**src/rtl/reaction_round_ctrl_pkg.sv**
```systemverilog
// Shared definitions for the reaction-round controller: time width, default
// timing constants and the state encoding exposed on state_dbg.
package reaction_round_ctrl_pkg;

    localparam int TIME_W             = 14;
    localparam int DEFAULT_MAX_MS     = 9999;
    localparam int DEFAULT_PENALTY_MS = 1000;

    typedef enum logic [2:0] {
        ST_IDLE    = 3'd0,
        ST_ARM     = 3'd1,
        ST_LIGHTS  = 3'd2,
        ST_MEASURE = 3'd3,
        ST_RECORD  = 3'd4,
        ST_PENALTY = 3'd5,
        ST_DONE    = 3'd6
    } state_t;

endpackage

```
**src/rtl/reaction_round_ctrl_edge_det.sv**
```systemverilog
// Registered rising-edge detector for a pre-synchronised button level.
module edge_det (
    input  logic clk,
    input  logic rst_n,
    input  logic i_sig,
    output logic o_rise
);

    logic r_prev;
    logic r_armed;

    // r_armed stays low for the first cycle after reset so a button held
    // through reset release is absorbed into r_prev instead of firing.
    always_ff @(posedge clk) begin
        if (!rst_n) begin
            r_prev  <= 1'b0;
            r_armed <= 1'b0;
        end else begin
            r_prev  <= i_sig;
            r_armed <= 1'b1;
        end
    end

    assign o_rise = i_sig & ~r_prev & r_armed;

endmodule

```
**src/rtl/reaction_round_ctrl.sv**
```systemverilog
// Round/session controller for a lights-out reaction game: arms the lights
// sequencer, times the player in ms, tracks best time and handles false starts.
module reaction_round_ctrl
    import reaction_round_ctrl_pkg::*;
#(
    parameter int NUM_ROUNDS = 5,
    parameter int MAX_MS     = DEFAULT_MAX_MS,
    parameter int PENALTY_MS = DEFAULT_PENALTY_MS
) (
    input  logic              clk,
    input  logic              rst_n,
    input  logic              tick,
    input  logic              start_btn,
    input  logic              react_btn,
    input  logic              lights_out,
    output logic              trigger,
    output logic              seq_abort,
    output logic [TIME_W-1:0] rt_ms,
    output logic [TIME_W-1:0] best_ms,
    output logic [2:0]        round_idx,
    output logic              false_start,
    output logic              done,
    output logic [2:0]        state_dbg
);

    localparam logic [TIME_W-1:0] LP_MAX    = TIME_W'(MAX_MS);
    localparam logic [TIME_W-1:0] LP_PEN    = TIME_W'(PENALTY_MS);
    localparam logic [2:0]        LP_ROUNDS = 3'(NUM_ROUNDS);

    state_t            r_state;
    logic [TIME_W-1:0] r_cnt;
    logic [TIME_W-1:0] r_latch;
    logic [TIME_W-1:0] r_rt;
    logic [TIME_W-1:0] r_best;
    logic [2:0]        r_round;
    logic              r_trigger;
    logic              r_abort;

    logic              w_start_edge;
    logic              w_react_edge;
    logic [TIME_W-1:0] w_cnt_inc;
    logic [2:0]        w_round_inc;

    edge_det u_start_edge (
        .clk    (clk),
        .rst_n  (rst_n),
        .i_sig  (start_btn),
        .o_rise (w_start_edge)
    );

    edge_det u_react_edge (
        .clk    (clk),
        .rst_n  (rst_n),
        .i_sig  (react_btn),
        .o_rise (w_react_edge)
    );

    assign w_cnt_inc   = r_cnt + 1'b1;
    assign w_round_inc = r_round + 3'd1;

    // One counter serves both reaction timing and penalty lockout; a react
    // edge wins over lights_out and over a same-cycle tick.
    always_ff @(posedge clk) begin
        if (!rst_n) begin
            r_state   <= ST_IDLE;
            r_cnt     <= '0;
            r_latch   <= '0;
            r_rt      <= '0;
            r_best    <= LP_MAX;
            r_round   <= '0;
            r_trigger <= 1'b0;
            r_abort   <= 1'b0;
        end else begin
            r_trigger <= 1'b0;
            r_abort   <= 1'b0;
            case (r_state)
                ST_IDLE, ST_DONE: begin
                    if (w_start_edge) begin
                        r_round   <= '0;
                        r_rt      <= '0;
                        r_best    <= LP_MAX;
                        r_trigger <= 1'b1;
                        r_state   <= ST_ARM;
                    end
                end
                ST_ARM: begin
                    r_state <= ST_LIGHTS;
                end
                ST_LIGHTS: begin
                    if (w_react_edge) begin
                        r_abort <= 1'b1;
                        r_cnt   <= '0;
                        r_state <= ST_PENALTY;
                    end else if (lights_out) begin
                        r_cnt   <= '0;
                        r_state <= ST_MEASURE;
                    end
                end
                ST_MEASURE: begin
                    if (w_react_edge) begin
                        r_latch <= r_cnt;
                        r_state <= ST_RECORD;
                    end else if (r_cnt >= LP_MAX) begin
                        r_latch <= LP_MAX;
                        r_state <= ST_RECORD;
                    end else if (tick) begin
                        r_cnt <= w_cnt_inc;
                        if (w_cnt_inc == LP_MAX) begin
                            r_latch <= LP_MAX;
                            r_state <= ST_RECORD;
                        end
                    end
                end
                ST_RECORD: begin
                    r_rt    <= r_latch;
                    r_round <= w_round_inc;
                    if (r_latch < r_best) begin
                        r_best <= r_latch;
                    end
                    if (w_round_inc == LP_ROUNDS) begin
                        r_state <= ST_DONE;
                    end else begin
                        r_trigger <= 1'b1;
                        r_state   <= ST_ARM;
                    end
                end
                ST_PENALTY: begin
                    if (tick) begin
                        r_cnt <= w_cnt_inc;
                        if (w_cnt_inc >= LP_PEN) begin
                            r_trigger <= 1'b1;
                            r_state   <= ST_ARM;
                        end
                    end
                end
                default: begin
                    r_state <= ST_IDLE;
                end
            endcase
        end
    end

    assign trigger     = r_trigger;
    assign seq_abort   = r_abort;
    assign rt_ms       = r_rt;
    assign best_ms     = r_best;
    assign round_idx   = r_round;
    assign false_start = (r_state == ST_PENALTY);
    assign done        = (r_state == ST_DONE);
    assign state_dbg   = r_state;

endmodule

```
**config.mk**
```make
export PLATFORM = sky130hd
export DESIGN_NAME = reaction_round_ctrl
export DESIGN_NICKNAME = d
export VERILOG_FILES = /design/src/rtl/reaction_round_ctrl_pkg.sv /design/src/rtl/reaction_round_ctrl_edge_det.sv /design/src/rtl/reaction_round_ctrl.sv
export SDC_FILE = /design/constraint.sdc
export NUM_CORES = 1
export LEC_CHECK = 0
export CAP_MARGIN = 30
export CORE_MARGIN = 3
export CORE_UTILIZATION = 55
export DETAILED_ROUTE_END_ITERATION = 10
export GPL_ROUTABILITY_DRIVEN = 0
export PLACE_DENSITY = 0.79
export SKIP_LAST_GASP = 1
export SYNTH_ARGS = -nofsm -noshare
export SYNTH_HDL_FRONTEND = slang
export SYNTH_SLANG_ARGS = --single-unit
```
**constraint.sdc**
```tcl
create_clock -name clk -period 2.86 [get_ports clk]
set_input_delay 0.286 -clock clk [delete_from_list [all_inputs] [get_ports clk]]
set_output_delay 0.286 -clock clk [all_outputs]
set_load 0.03 [all_outputs]
```
==> results.yml, run 1 <==
yosys:
  synth_flop_cell: "dfxtp_1"
  synth_seq_cells: 67
  synthSimpleGateAreaFrac_pct: 25.8
  synth-edff-count: 0
  synth_cells: 440
  synth_warnings: 0
  synth_cell_types: 59
  synth-xor-area-share_pct: 1.47
  synth-adder-area-share_pct: 5.97
  avgSynthCellArea_um2: 8.10
  muxShareOfSynthArea_pct: 0.562
  syn-cell-area_mm2: 0.00356
  synth_top_family_by_area: "simple AND/OR/NAND/NOR gates"
  ys_seq_area_share_pct: 37.6
  synth-compound-area-share_pct: 21.1
  async_reset_ff_share_pct: 0
  synthesis.nets: 463
global_routing:
  gr-total-overflow: 0
  grt_pass1_vias: 2943
  grt.total_usage_pct: 24.7
  antenna_found_initial: 0
  use_met3_pct: 3.99
  use_met2_pct: 38.1
  top_usage_layer: "met2"
  met1_usage_pct: 35.0
  grt_pass1_wl_mm: 14.8
  grt_max_degree: 35
layout:
  drive_above_1_share_pct: 10.6
  mostFrequentLayoutCell: "dfxtp_1"
  finalInstanceArea_mm2: 0.00420
  syn_to_final_growth_pct: 17.8
  final_cells: 557
  final_net_count: 502
  area.sequential_mm2: 0.00134
  fillCellCount: 488
  multi_input_area_mm2: 0.00196
  fin_util_pct: 68.9
  final_cell_mix: "66 x dfxtp_1, 53 x a21oi_1, 43 x nand2_1, 43 x clkdlybuf4s50_1, 33 x o21ai_0"
  n_antenna_cell: 0
placed_design:
  place_inst: 543
  dpl_cell_area_mm2: 0.00401
  numPortBuffers: 43
  dp_hpwl_mm: 6.06
  pre_cts_ws_ns: 0.166
clock_tree:
  cts.path.max_buffers: 2
  clkSinkCount: 67
  insertion_delay_ns: 0.33
  hold_buffers: 0
  cts_root_buffer: "clkbuf_8"
  cts-buffers-inserted: 9
  clkSlewWorstSetupHoldPaths_ns: 0.07
  htreeDepth: 3
  cts_tree: "done"
critical_path:
  path_max_fanout: 9
  crit_arrival_ns: 2.95
  path_class: "flip-flop to flip-flop"
  cp-start-kind: "flip-flop"
  cp.required_ns: 3.14
  worst_setup_path_end_kind: "flip-flop"
die:
  num_io_pins: 44
  die_w_um: 86.5
  rows: 28
  die_area_mm2: 0.00748
  start_util_pct: 58.5
  die_h_um: 86.5
  core-area_mm2: 0.00610
sta:
  setup-violations-final: 0
  finClkSkew_ns: 0.00658
  hold_viol: 0
  period_needed_ns: 2.67
  drv_slew: 0
  relSlewSlack_pct: 60.9
  tightest_slew_ns: 0.582
  worst_slack_ns: 0.190
  setup-tns-final_ns: 0
  max_freq_mhz: 375
  fin_crit_sh_pct: 93.4
  rsz0062_at_grt: "no"
pwr:
  seqPwrFrac_pct: 41.8
  switchingPower_uw: 884
  p_int_uw: 1720
  pwr-share-clk_pct: 29.1
  p_per_area_mw_per_mm2: 620
  swShare_pct: 33.9
  peakVddDrop_mv: 0.497
  p_comb_share_pct: 29.1
  leakage_uw: 0.00161
route:
  drt-pass1-iter-count: 5
  ant_nets: 0
  vias_per_cell: 5.99
  drc: 0
  wl_per_cell_um: 15.8
  drtIter0Drc: 275
  num_vias: 3339
  routed_wl_mm: 8.78
flow_run:
  maxCapViolCount: 0
worst_hold_path:
  hp-class: "flip-flop to flip-flop"
status:
  status: "completed"
repair_timing:
item	4_1_cts	5_1_grt
endpoints found under the setup margin	0	8
endpoints found under the hold margin	0	0
resized for setup	0	1
buffers inserted	0	0
through the flow:
| step | hold WS (ns) | total power [uW] |
|---|---|---|
| finish | 0.464 | 2600 |
| global route | 0.484 | 2740 |
| CTS | 0.467 | 2610 |
| detailed placement | 0.457 | 1860 |
| global placement | 0.455 | 1830 |
| floorplan | 0.314 | 1600 |
Yosys cell counts (2+ instances only):
| cell | instances | area, um^2 |
|---|---|---|
| dfxtp_1 | 67 | 1340 |
| a21oi_1 | 53 | 265 |
| nand2_1 | 43 | 161 |
| o21ai_0 | 33 | 165 |
| nor2_1 | 28 | 105 |
| nand3_1 | 25 | 125 |
| inv_1 | 19 | 71.3 |
| ha_1 | 17 | 213 |
| clkbuf_1 | 15 | 56.3 |
| and2_1 | 14 | 87.6 |
| nor3_1 | 13 | 65.1 |
| or3_1 | 12 | 75.1 |
| nor2b_1 | 10 | 62.6 |
| o221a_2 | 9 | 101 |
| buf_6 | 4 | 45.0 |
| nand2b_1 | 4 | 25.0 |
| nand4_1 | 4 | 25.0 |
| nor3b_1 | 4 | 30.0 |
| nor4_1 | 4 | 25.0 |
| xor2_1 | 4 | 35.0 |
| a21o_1 | 3 | 22.5 |
| a31oi_1 | 3 | 18.8 |
| buf_2 | 3 | 15.0 |
| clkbuf_8 | 3 | 41.3 |
| o31ai_1 | 3 | 22.5 |
| a211oi_1 | 2 | 15.0 |
| and2_2 | 2 | 15.0 |
| dlygate4sd3_1 | 2 | 20.0 |
| mux2i_1 | 2 | 20.0 |
| nand3b_1 | 2 | 15.0 |
| o211ai_1 | 2 | 15.0 |
| o41ai_1 | 2 | 17.5 |
| or2_2 | 2 | 12.5 |
| xnor2_1 | 2 | 17.5 |
layer usage:
layer  vias up  part of all wire (%)
met5         -                     0
met4         0                   1.7
met3        15                   6.8
met2       131                    46
met1      1561                    46
li1       1632                     -
worst max-delay path, stage by stage, from the launching register on:
cell and delay [ns]:
dfxtp_1 0.51, nand4_4 0.19, or3_1 0.40, or3_1 0.37, a2111oi_1 0.39, a31o_2 0.23
and2b_1 0.29, o221a_2 0.24
power groups by stage:
stage	registers [uW]	logic (uW)	clock network, uW
floorplan	1200	401	0
global placement	1100	728	0
detailed placement	1110	751	0
CTS	1090	755	769
global route	1100	831	810
finish	1090	757	758
worst paths after layout:
check	startpoint	end	slack, ns	cells after the start
min reg2reg	rt_ms[11]$_SDFFE_PN0P_	rt_ms[11]$_SDFFE_PN0P_	0.46	2
max	r_cnt[6]$_SDFFE_PN0P_	r_latch[2]$_SDFFE_PN0P_	0.19	7
max reg2reg	r_cnt[6]$_SDFFE_PN0P_	r_latch[2]$_SDFFE_PN0P_	0.19	7
min	rt_ms[11]$_SDFFE_PN0P_	rt_ms[11]$_SDFFE_PN0P_	0.46	2
sequential cells by signal (all words and copies together) (netlist names), 3 cells and up:
register / flops
r_latch: 14
state_dbg: 3
rt_ms: 14
round_idx: 3
best_ms: 14
r_cnt: 14
kinds of logic after synthesis:
| group | count (synthesis) |
|---|---|
| mux | 2 |
| compound gates | 122 |
| buf+inv | 49 |
| fa+ha+maj | 17 |
| simple gates | 177 |
| flops | 67 |
| xor+xnor | 6 |
final cells by class:
class	instances	share of cell area [%]
Tap cell	75	2.24
Timing Repair Buffer	57	12.8
Sequential cell	67	32.0
Multi-Input combinational cell	324	46.8
Clock inverter	2	0.894
Clock buffer	12	3.46
Inverter	20	1.79
No activity file was read; power rests on OpenSTA's default activity.
==> inputs of run 2 (changes only) <==
Settings changed: CELL_PAD_IN_SITES_DETAIL_PLACEMENT from default to 0, CELL_PAD_IN_SITES_GLOBAL_PLACEMENT from default to 2, CORE_UTILIZATION 55 to 30, PLACE_DENSITY 0.79 to default, PLACE_DENSITY_LB_ADDON from default to 0.1.
==> run 2 against run 1 <==
Against the previous run:
- maximum frequency increased by 2.1%
- flip-flop and latch count unchanged
- clock-buffer cell count decreased by 1
- first-iteration DRC count decreased by 16%
- total power increased by 15%
- largest power group is now clock
- register-to-register slack improved by 0.06 ns
- worst setup slack improved by 0.056 ns
- cell count increased by 14%
- critical path type unchanged
- via count decreased by 2.4%
==> results.yml, run 2 (synthesis results as in run 1) <==
clock_tree:
  clkSinkCount: 67
  cts_root_buffer: "clkbuf_16"
  cts.path.max_buffers: 2
  cts-buffers-inserted: 9
  insertion_delay_ns: 0.33
  clkSlewWorstSetupHoldPaths_ns: 0.06
  cts_tree: "done"
  htreeDepth: 3
pwr:
  switchingPower_uw: 982
  leakage_uw: 0.00172
  p_comb_share_pct: 27.1
  swShare_pct: 32.7
  pwr-share-clk_pct: 37.1
  p_int_uw: 2020
  seqPwrFrac_pct: 35.8
  p_per_area_mw_per_mm2: 670
  peakVddDrop_mv: 0.233
route:
  drc: 0
  routed_wl_mm: 10.7
  wl_per_cell_um: 16.8
  drtIter0Drc: 232
  num_vias: 3260
  drt-pass1-iter-count: 4
  ant_nets: 0
  vias_per_cell: 5.13
die:
  die_w_um: 115
  die_h_um: 115
  start_util_pct: 30.9
  die_area_mm2: 0.0132
  rows: 39
  num_io_pins: 44
  core-area_mm2: 0.0115
sta:
  drv_slew: 0
  setup-tns-final_ns: 0
  hold_viol: 0
  worst_slack_ns: 0.246
  fin_crit_sh_pct: 91.4
  max_freq_mhz: 383
  relSlewSlack_pct: 62.6
  rsz0062_at_grt: "no"
  finClkSkew_ns: 0.00642
  tightest_slew_ns: 0.556
  setup-violations-final: 0
  period_needed_ns: 2.61
global_routing:
  grt_pass1_wl_mm: 18.0
  grt_max_degree: 34
  grt_pass1_vias: 3321
  gr-total-overflow: 0
  grt.total_usage_pct: 17.5
  antenna_found_initial: 0
layout:
  fin_util_pct: 38.9
  fillCellCount: 1193
  drive_above_1_share_pct: 13.2
  mostFrequentLayoutCell: "dfxtp_1"
  n_antenna_cell: 0
  final_cell_mix: "65 x dfxtp_1, 53 x a21oi_1, 43 x nand2_1, 43 x clkdlybuf4s50_1, 33 x o21ai_0"
  syn_to_final_growth_pct: 25.7
  final_net_count: 511
critical_path:
  path_max_fanout: 9
  crit_arrival_ns: 2.89
  path_class: "flip-flop to flip-flop"
  cp.required_ns: 3.14
  cp-start-kind: "flip-flop"
  worst_setup_path_end_kind: "flip-flop"
worst_hold_path:
  hp-class: "flip-flop to flip-flop"
status:
  status: "completed"
placed_design:
  numPortBuffers: 43
  dp_hpwl_mm: 7.51
  pre_cts_ws_ns: 0.236
flow_run:
  maxCapViolCount: 0
==> run 2: changes by cell type in the layout (fill, tap and decap cells not counted), sizes merged <==
cell | before | now
clkinv | 1 | 4
buf | 14 | 23
clkbuf | 12 | 11
==> run 2: cell type report <==
| cell class | count | area, um^2 | area share, % |
|---|---|---|---|
| Tap cell | 143 | 179 | 3.99 |
| Clock buffer | 11 | 243 | 5.42 |
| Inverter | 20 | 75.1 | 1.68 |
| Sequential cell | 67 | 1340 | 30.0 |
| Multi-Input combinational cell | 324 | 1970 | 44.0 |
| Clock inverter | 5 | 52.6 | 1.17 |
| Timing Repair Buffer | 66 | 616 | 13.7 |
==> run 2: repair_timing <==
| action | 4_1_cts | 5_1_grt |
|---|---|---|
| endpoints found under the setup margin | 0 | 8 |
| hold buffers | 0 | 0 |
| resized for setup | 0 | 2 |
| setup buffers | 0 | 0 |
==> run 2: path summary, 6_finish.rpt <==
path | cells after the start | start | endpoint | slack [ns]
hold reg to reg | 2 | rt_ms[7]$_SDFFE_PN0P_ | rt_ms[7]$_SDFFE_PN0P_ | 0.46
hold / removal | 2 | rt_ms[7]$_SDFFE_PN0P_ | rt_ms[7]$_SDFFE_PN0P_ | 0.46
setup / recovery | 7 | r_cnt[6]$_SDFFE_PN0P_ | r_latch[9]$_SDFFE_PN0P_ | 0.25
setup reg to reg | 7 | r_cnt[6]$_SDFFE_PN0P_ | r_latch[9]$_SDFFE_PN0P_ | 0.25
==> run 2: power groups by stage <==
stage	logic [uW]	registers, uW	clock network [uW]
6_report	812	1080	1110
5_1_grt	910	1090	1190
4_1_cts	820	1080	1160
3_5_place_dp	819	1100	0
3_3_place_gp	830	1100	0
2_1_floorplan	401	1200	0
==> run 2: critical path, stage by stage, from the launching register on <==
cell	delay, ns
dfxtp_1	0.51
nand4_4	0.13
or3_1	0.40
or3_1	0.37
a2111oi_1	0.40
a31o_2	0.22
and2b_1	0.28
o221a_2	0.24
==> run 2: per-stage QoR <==
step | total power (uW) | hold slack, ns | std cells | area (um^2)
6_report | 3000 | 0.464 | 636 | 4480
5_1_grt | 3190 | 0.495 | 636 | 4480
4_1_cts | 3050 | 0.467 | 636 | 4480
3_5_place_dp | 1920 | 0.459 | 620 | 4180
3_3_place_gp | 1930 | 0.454 | 620 | 4180
2_1_floorplan | 1600 | 0.314 | 440 | 3560
==> run 2: layer usage <==
metal	GRT usage, %	vias up	wire (um)
met3	3.95	16	455
met4	5.87	0	213
met1	22.9	1523	4990
met2	28.4	58	5030
li1	-	1663	-
met5	0	-	0
==> inputs of run 3 (changes only) <==
Settings changed: SLEW_MARGIN from default to 20.
==> results of run 3 <==
Same layout as run 2: the final DEF is identical, and so are final timing and power.
